--- src/rtl/mc_ctrl.sv ---
// Multi-cycle MIPS control FSM: sequences fetch/decode/execute states and
// decodes every datapath strobe and mux select from the current state.
module mc_ctrl #(
  parameter logic [5:0] OP_R    = 6'h00,
  parameter logic [5:0] OP_LW   = 6'h23,
  parameter logic [5:0] OP_SW   = 6'h2B,
  parameter logic [5:0] OP_BEQ  = 6'h04,
  parameter logic [5:0] OP_BNE  = 6'h05,
  parameter logic [5:0] OP_J    = 6'h02,
  parameter logic [5:0] OP_ADDI = 6'h08
) (
  input  logic       clk,
  input  logic       rst,
  input  logic [5:0] opcode,
  input  logic       zero,
  input  logic       mem_ready,
  output logic [3:0] state,
  output logic       pc_we,
  output logic       iord,
  output logic       mem_rd,
  output logic       mem_wr,
  output logic       ir_we,
  output logic       mem2reg,
  output logic       reg_dst,
  output logic       reg_we,
  output logic       alu_src_a,
  output logic [1:0] alu_src_b,
  output logic [1:0] alu_op,
  output logic [1:0] pc_src,
  output logic       instr_done,
  output logic       illegal
);

  typedef enum logic [3:0] {
    S_IF   = 4'd0,
    S_ID   = 4'd1,
    S_MADR = 4'd2,
    S_MRD  = 4'd3,
    S_MWB  = 4'd4,
    S_MWR  = 4'd5,
    S_REX  = 4'd6,
    S_RWB  = 4'd7,
    S_BR   = 4'd8,
    S_JMP  = 4'd9,
    S_IEX  = 4'd10,
    S_IWB  = 4'd11
  } state_t;

  state_t     state_q, state_d;
  logic [5:0] op_q, op_d;
  logic       pc_write;
  logic       br_eq;
  logic       br_ne;

  assign state = state_q;

  // opcode is captured in ID so later states do not depend on the live IR bus
  always_ff @(posedge clk or posedge rst) begin
    if (rst) begin
      state_q <= S_IF;
      op_q    <= 6'h00;
    end else begin
      state_q <= state_d;
      op_q    <= op_d;
    end
  end

  always_comb begin
    state_d    = S_IF;
    op_d       = op_q;
    pc_write   = 1'b0;
    br_eq      = 1'b0;
    br_ne      = 1'b0;
    pc_we      = 1'b0;
    iord       = 1'b0;
    mem_rd     = 1'b0;
    mem_wr     = 1'b0;
    ir_we      = 1'b0;
    mem2reg    = 1'b0;
    reg_dst    = 1'b0;
    reg_we     = 1'b0;
    alu_src_a  = 1'b0;
    alu_src_b  = 2'b00;
    alu_op     = 2'b00;
    pc_src     = 2'b00;
    instr_done = 1'b0;
    illegal    = 1'b0;
    if (rst) begin
      state_d = S_IF;
    end else begin
      case (state_q)
        S_IF: begin
          mem_rd    = 1'b1;
          alu_src_b = 2'b01;
          ir_we     = mem_ready;
          pc_write  = mem_ready;
          state_d   = mem_ready ? S_ID : S_IF;
        end
        S_ID: begin
          alu_src_b = 2'b11;
          op_d      = opcode;
          case (opcode)
            OP_LW, OP_SW:   state_d = S_MADR;
            OP_R:           state_d = S_REX;
            OP_BEQ, OP_BNE: state_d = S_BR;
            OP_J:           state_d = S_JMP;
            OP_ADDI:        state_d = S_IEX;
            default: begin
              illegal    = 1'b1;
              instr_done = 1'b1;
              state_d    = S_IF;
            end
          endcase
        end
        S_MADR: begin
          alu_src_a = 1'b1;
          alu_src_b = 2'b10;
          state_d   = (op_q == OP_LW) ? S_MRD : S_MWR;
        end
        S_MRD: begin
          iord    = 1'b1;
          mem_rd  = 1'b1;
          state_d = mem_ready ? S_MWB : S_MRD;
        end
        S_MWB: begin
          reg_we     = 1'b1;
          mem2reg    = 1'b1;
          instr_done = 1'b1;
          state_d    = S_IF;
        end
        S_MWR: begin
          iord       = 1'b1;
          mem_wr     = 1'b1;
          instr_done = mem_ready;
          state_d    = mem_ready ? S_IF : S_MWR;
        end
        S_REX: begin
          alu_src_a = 1'b1;
          alu_op    = 2'b10;
          state_d   = S_RWB;
        end
        S_RWB: begin
          reg_we     = 1'b1;
          reg_dst    = 1'b1;
          instr_done = 1'b1;
          state_d    = S_IF;
        end
        S_BR: begin
          alu_src_a  = 1'b1;
          alu_op     = 2'b01;
          pc_src     = 2'b01;
          br_eq      = (op_q == OP_BEQ);
          br_ne      = (op_q == OP_BNE);
          instr_done = 1'b1;
          state_d    = S_IF;
        end
        S_JMP: begin
          pc_write   = 1'b1;
          pc_src     = 2'b10;
          instr_done = 1'b1;
          state_d    = S_IF;
        end
        S_IEX: begin
          alu_src_a = 1'b1;
          alu_src_b = 2'b10;
          state_d   = S_IWB;
        end
        S_IWB: begin
          reg_we     = 1'b1;
          instr_done = 1'b1;
          state_d    = S_IF;
        end
        default: state_d = S_IF;
      endcase
      // branch condition is resolved combinationally from the live ALU flag
      pc_we = pc_write | (br_eq & zero) | (br_ne & ~zero);
    end
  end

endmodule

--- config.mk ---
export PLATFORM = sky130hd
export DESIGN_NAME = mc_ctrl
export DESIGN_NICKNAME = d
export VERILOG_FILES = /design/src/rtl/mc_ctrl.sv
export SDC_FILE = /design/constraint.sdc
export NUM_CORES = 1
export LEC_CHECK = 0
export ABC_AREA = 1
export CORE_MARGIN = 8
export CORE_UTILIZATION = 43
export CTS_CLUSTER_DIAMETER = 120
export DETAILED_ROUTE_END_ITERATION = 16
export PLACE_DENSITY = 0.78
export SYNTH_ARGS = -nofsm -noshare
export SYNTH_HDL_FRONTEND = slang
export SYNTH_SLANG_ARGS = --single-unit
--- constraint.sdc ---
create_clock -name clk -period 1.6 [get_ports clk]
set_clock_uncertainty 0.05 [all_clocks]
set_input_delay 0.32 -clock clk [delete_from_list [all_inputs] [get_ports clk]]
set_output_delay 0.32 -clock clk [all_outputs]
set_load 0.01 [all_outputs]
==> summary.md, run 1 <==
| Metric | Value |
|---|---|
| Yosys reg bits | `10` |
| Num rows | `16` |
| Total CTS buffers | `3` |
| Pin ending the worst setup path after global-route repair | `pc_we` |
| Synth warn | `0` |
| Stop Error | `[ERROR DPL-0033] detailed placement checks failed during check placement.` |
| Post-Syn Area | `roughly 820 um^2` |
| Yosys cell types | `20` |
| Sequential-to-total area share from yosys stat | `between 30% and 40%` |
| Initial Utilization | `between 40% and 50%` |
| H-tree Lvls | `1` |
| Max clock buf depth | `2` |
| CTS Sinks | `10` |
| Placer Congestion | `roughly 0.93` |
| Die H | `59.8 um` |
| WEP type | `primary output` |
| Mapped Cells | `139` |
| Port bufs | `30` |
| Initial antenna violation count | `0` |
| HPWL after DPL | `2460 um` |
| Mean Syn Cell Area | `5.92 um^2` |
| Status | `did not finish` |
| IO Count | `31` |
| Clock Tree Root | `clkbuf_4` |
| Largest net degree at the start of global routing | `12` |
| Die span in x | `59.8 um` |
| Synth Net Count | `between 100 and 150` |
| Last stage | `global routing` |
## timing repair
action | 4_1_cts
setup endpoints to repair | 21
buffers inserted | 6
endpoints found under the hold margin | 0
resized for setup | 111
hold buffers | 0
pin swaps | 7
## cells by family after synthesis
kind of cell | share of synthesized area [%]
AND/OR/NAND/NOR | 50.9
flip-flops | 30.4
AO/OA/AOI/OAI | 9.12
buffers and inverters | 9.57
## Yosys cell counts
library cell  number  area [um^2]
clkinv_1           1         3.75
or2_2              1         6.26
nand3b_1           1         7.51
nor2_1            34          128
nand4_1            1         6.26
nor2_8             1         20.0
o31ai_1            1         7.51
nand3_1           15         75.1
o22ai_1            2         12.5
nand2_1           34          128
nand3_2            1         10.0
a21oi_1            2         10.0
inv_1             19         71.3
o21ai_1            3         15.0
dfrtp_1           10          250
nand2_2            2         12.5
nor3_1             3         15.0
o21ai_0            6         30.0
clkbuf_1           1         3.75
nand2_4            1         11.3
## through the flow
step                      utilization (%)  cell area [um^2]  hold WS [ps]  setup slack (ps)  std cells
after CTS                            85.4              1610           159              -329        245
after detailed placement             78.5              1480           511              -772        235
after global placement               78.5              1480           504              -698        235
after floorplan                         -               833           110             -1.57        139
==> run 2: changes to the inputs <==
==> config.mk (replaced) <==
export PLATFORM = sky130hd
export DESIGN_NAME = mc_ctrl
export DESIGN_NICKNAME = d
export VERILOG_FILES = /design/src/rtl/mc_ctrl.sv
export SDC_FILE = /design/constraint.sdc
export NUM_CORES = 1
export LEC_CHECK = 0
export ABC_AREA = 1
export CORE_AREA = 8 8 69 71
export DETAILED_ROUTE_END_ITERATION = 16
export DIE_AREA = 0 0 77 79
export PLACE_DENSITY_LB_ADDON = 0.15
export SYNTH_ARGS = -nofsm -noshare
export SYNTH_HDL_FRONTEND = slang
export SYNTH_SLANG_ARGS = --single-unit
==> summary.md, run 2 <==
| Metric | Value |
|---|---|
| CTS Sinks | `10` |
| Gr usage total | `around 11%` |
| Top post-synthesis cells by area | `dfrtp_1, nand2_1, nor2_1` |
| Fmax achieved | `between 500 and 600 MHz` |
| CP Launch Type | `flop` |
| # diodes | `0` |
| Most used DFF post-synth | `dfrtp_1` |
| Leak | `just over 1 nW` |
| CP delay by family, top | `buffers and inverters` |
| Post-Syn Area | `just over 800 um^2` |
| CP most frequent cell | `buf_6` |
| Synth Net Count | `~150` |
| Starting DRT DRC Count | `31` |
| Fin Hold WS | `approximately 250 ps` |
| Met3 WL | `134 um` |
| Yosys cell types | `20` |
| Gr ovfl total | `0` |
| Number of flip-flops under the largest register name | `6` |
| H-tree Lvls | `1` |
| Total area of sequential cells | `253 um^2` |
| CP cell instances | `inv_2, buf_6, nand2_4, buf_6, nor3_4, nor2_2, o31ai_1, buf_2` |
| Fill count | `410` |
| Final hold vios | `0` |
| Num rows | `23` |
| Arrival time at the worst endpoint | `1480 ps` |
| Die span in x | `approximately 77 um` |
| TritonCTS clock tree | `built` |
| WP data required | `roughly 1200 ps` |
| Synth area leader | `dfrtp_1` |
| Slew margin rel. | `between 80% and 90%` |
| Crit path buffers/inverters | `4` |
| Final setup fails | `16` |
| Worst Setup End Kind | `output pin` |
| CP max FO | `3` |
| Yosys reg bits | `10` |
| Layout cells sized above 1 | `between 50% and 60%` |
| Multi-input gate area | `~700 um^2` |
| Initial Utilization | `a little over a fifth` |
| Wire length per cell | `roughly 12 um` |
| Mean Syn Cell Area | `between 5 and 6 um^2` |
| PD cells | `around 500 nW/um^2` |
| Max clock buf depth | `2` |
| Post-synth top cells | `nand2_1, nor2_1, inv_1` |
| Worst vdd ir | `0.462 mV` |
| Failing checks | `setup timing` |
| Critical path class | `reg2out` |
| Core area | `between 3000 and 4000 um^2` |
| Die H | `79 um` |
| CP max-delay cell | `dfrtp_1` |
| Placer Congestion | `approximately 0.84` |
| Most frequent cells in the layout | `buf_4, nand2_1, nor2_1` |
| Number of synthesized flops with an enable pin | `0` |
| Post-route DRC | `0` |
| Die area | `~6000 um^2` |
| Status | `complete, but fails checks` |
| Largest net degree at the start of global routing | `15` |
| Period utilisation layout | `116%` |
| Mapped Cells | `approximately 140` |
| Latest clock arrival within the worst-skew pair | `around 240 ps` |
| Synth warn | `0` |
| Remaining antenna violation count after routing | `0` |
| First-pass GRT wire length | `~5400 um` |
| Worst-margin pin slew | `around 210 ps` |
| Worst Slack Setup Final | `-253 ps` |
| Nets | `between 200 and 250` |
| Vias in the first global route | `1,169` |
| Commonest non-fill, non-tap cell in the layout | `buf_4` |
| Initial antenna violation count | `0` |
| Total power | `about 0.00095 W` |
| IO Count | `31` |
| Vias | `about 1,200` |
| Wl on met1 | `around 1500 um` |
| Ys async rst share | `100%` |
| Clock Tree Root | `clkbuf_8` |
| Sequential-to-total area share from yosys stat | `30.4%` |
| Max incr delay on CP | `430 ps` |
| Routed wire length | `between 3000 and 4000 um` |
| Post-Route Utilization | `49.4%` |
| Maxcap violations | `0` |
| Total CTS buffers | `3` |
| Synth top area share | `a little under a third` |
| RSZ-0062 raised after global routing | `yes` |
| Pre-antenna DRT Iters | `4` |
| Via-to-Cell Ratio | `4.24` |
| HPWL after DPL | `around 2600 um` |
| Final min period | `about 1900 ps` |
| Port bufs | `30` |
| Area growth syn-to-layout | `128%` |
| DR WL met2 | `1620 um` |
| Top sig layer | `met4` |
| Min-delay worst type | `in2async` |
| Reg clk slew, reported paths | `about 50 ps` |
| Most flop-heavy register | `op_q` |
| Slew Viols, Final | `0` |
-- run 2: per-layer routing --
layer	vias up	track usage (%)
li1	627	-
met1	544	13.3
met2	23	18.3
met3	2	3.16
met4	0	2.26
met5	-	0
-- run 2: area by class of cell --
type	count	share of cell area, %
Clock buffer	4	2.93
Inverter	20	4.33
Multi-Input combinational cell	108	37.1
Sequential cell	10	13.5
Tap cell	50	3.33
Timing Repair Buffer	90	38.8
-- run 2: worst register-to-register path: stages (launching register included) --
cell and delay, ps:
dfrtp_1 430, inv_2 120, nand2_4 80, nor2_8 130, buf_4 110, buf_4 120, nand2_2 120, nand2_1 80
o21ai_0 70
-- run 2: metrics by stage --
stage	instances	setup TNS (ps)	instance area [um^2]	worst slack, ps
after floorplan	139	-1.57	833	-1.57
after global placement	269	-9220	1580	-744
after detailed placement	269	-9580	1580	-770
after CTS	280	-2960	1740	-296
after global routing	282	-3690	1880	-326
final	282	-2340	1880	-253
-- run 2: cells by family after synthesis --
kind of cell           count (synthesis)  share of synthesized area [%]
flip-flops                            10                           30.4
buffers and inverters                 21                           9.57
AO/OA/AOI/OAI                         14                           9.12
AND/OR/NAND/NOR                       94                           50.9
-- run 2: timing repair --
action / CTS / global route
setup buffers: 9 / 4
setup endpoints to repair: 20 / 17
hold buffers: 0 / 0
gates resized for setup: 122 / 37
pin swaps: 16 / 10
-- run 2: path summary, 6_finish.rpt --
check | from | end | slack [ps] | depth (start not counted)
min in group clk | opcode[0] | op_q[0] | 500 | 3
min | rst | state[2] | 250 | 3
min reg2reg | op_q[4] | op_q[4] | 520 | 3
max reg2reg | state[2] | op_q[3] | 160 | 8
max in group asynchronous | rst | state[0] | 1070 | 3
max | state[2] | pc_we | -250 | 8
-- run 2: report_power, final --
group | internal (W) | switching [W] | total [W]
registers | 0.000288 | 0.0000229 | 0.000311
logic | 0.000170 | 0.000150 | 0.000321
clock network | 0.000216 | 0.0000996 | 0.000316
total | 0.000674 | 0.000273 | 0.000947
No activity file was read; power rests on OpenSTA's default activity.
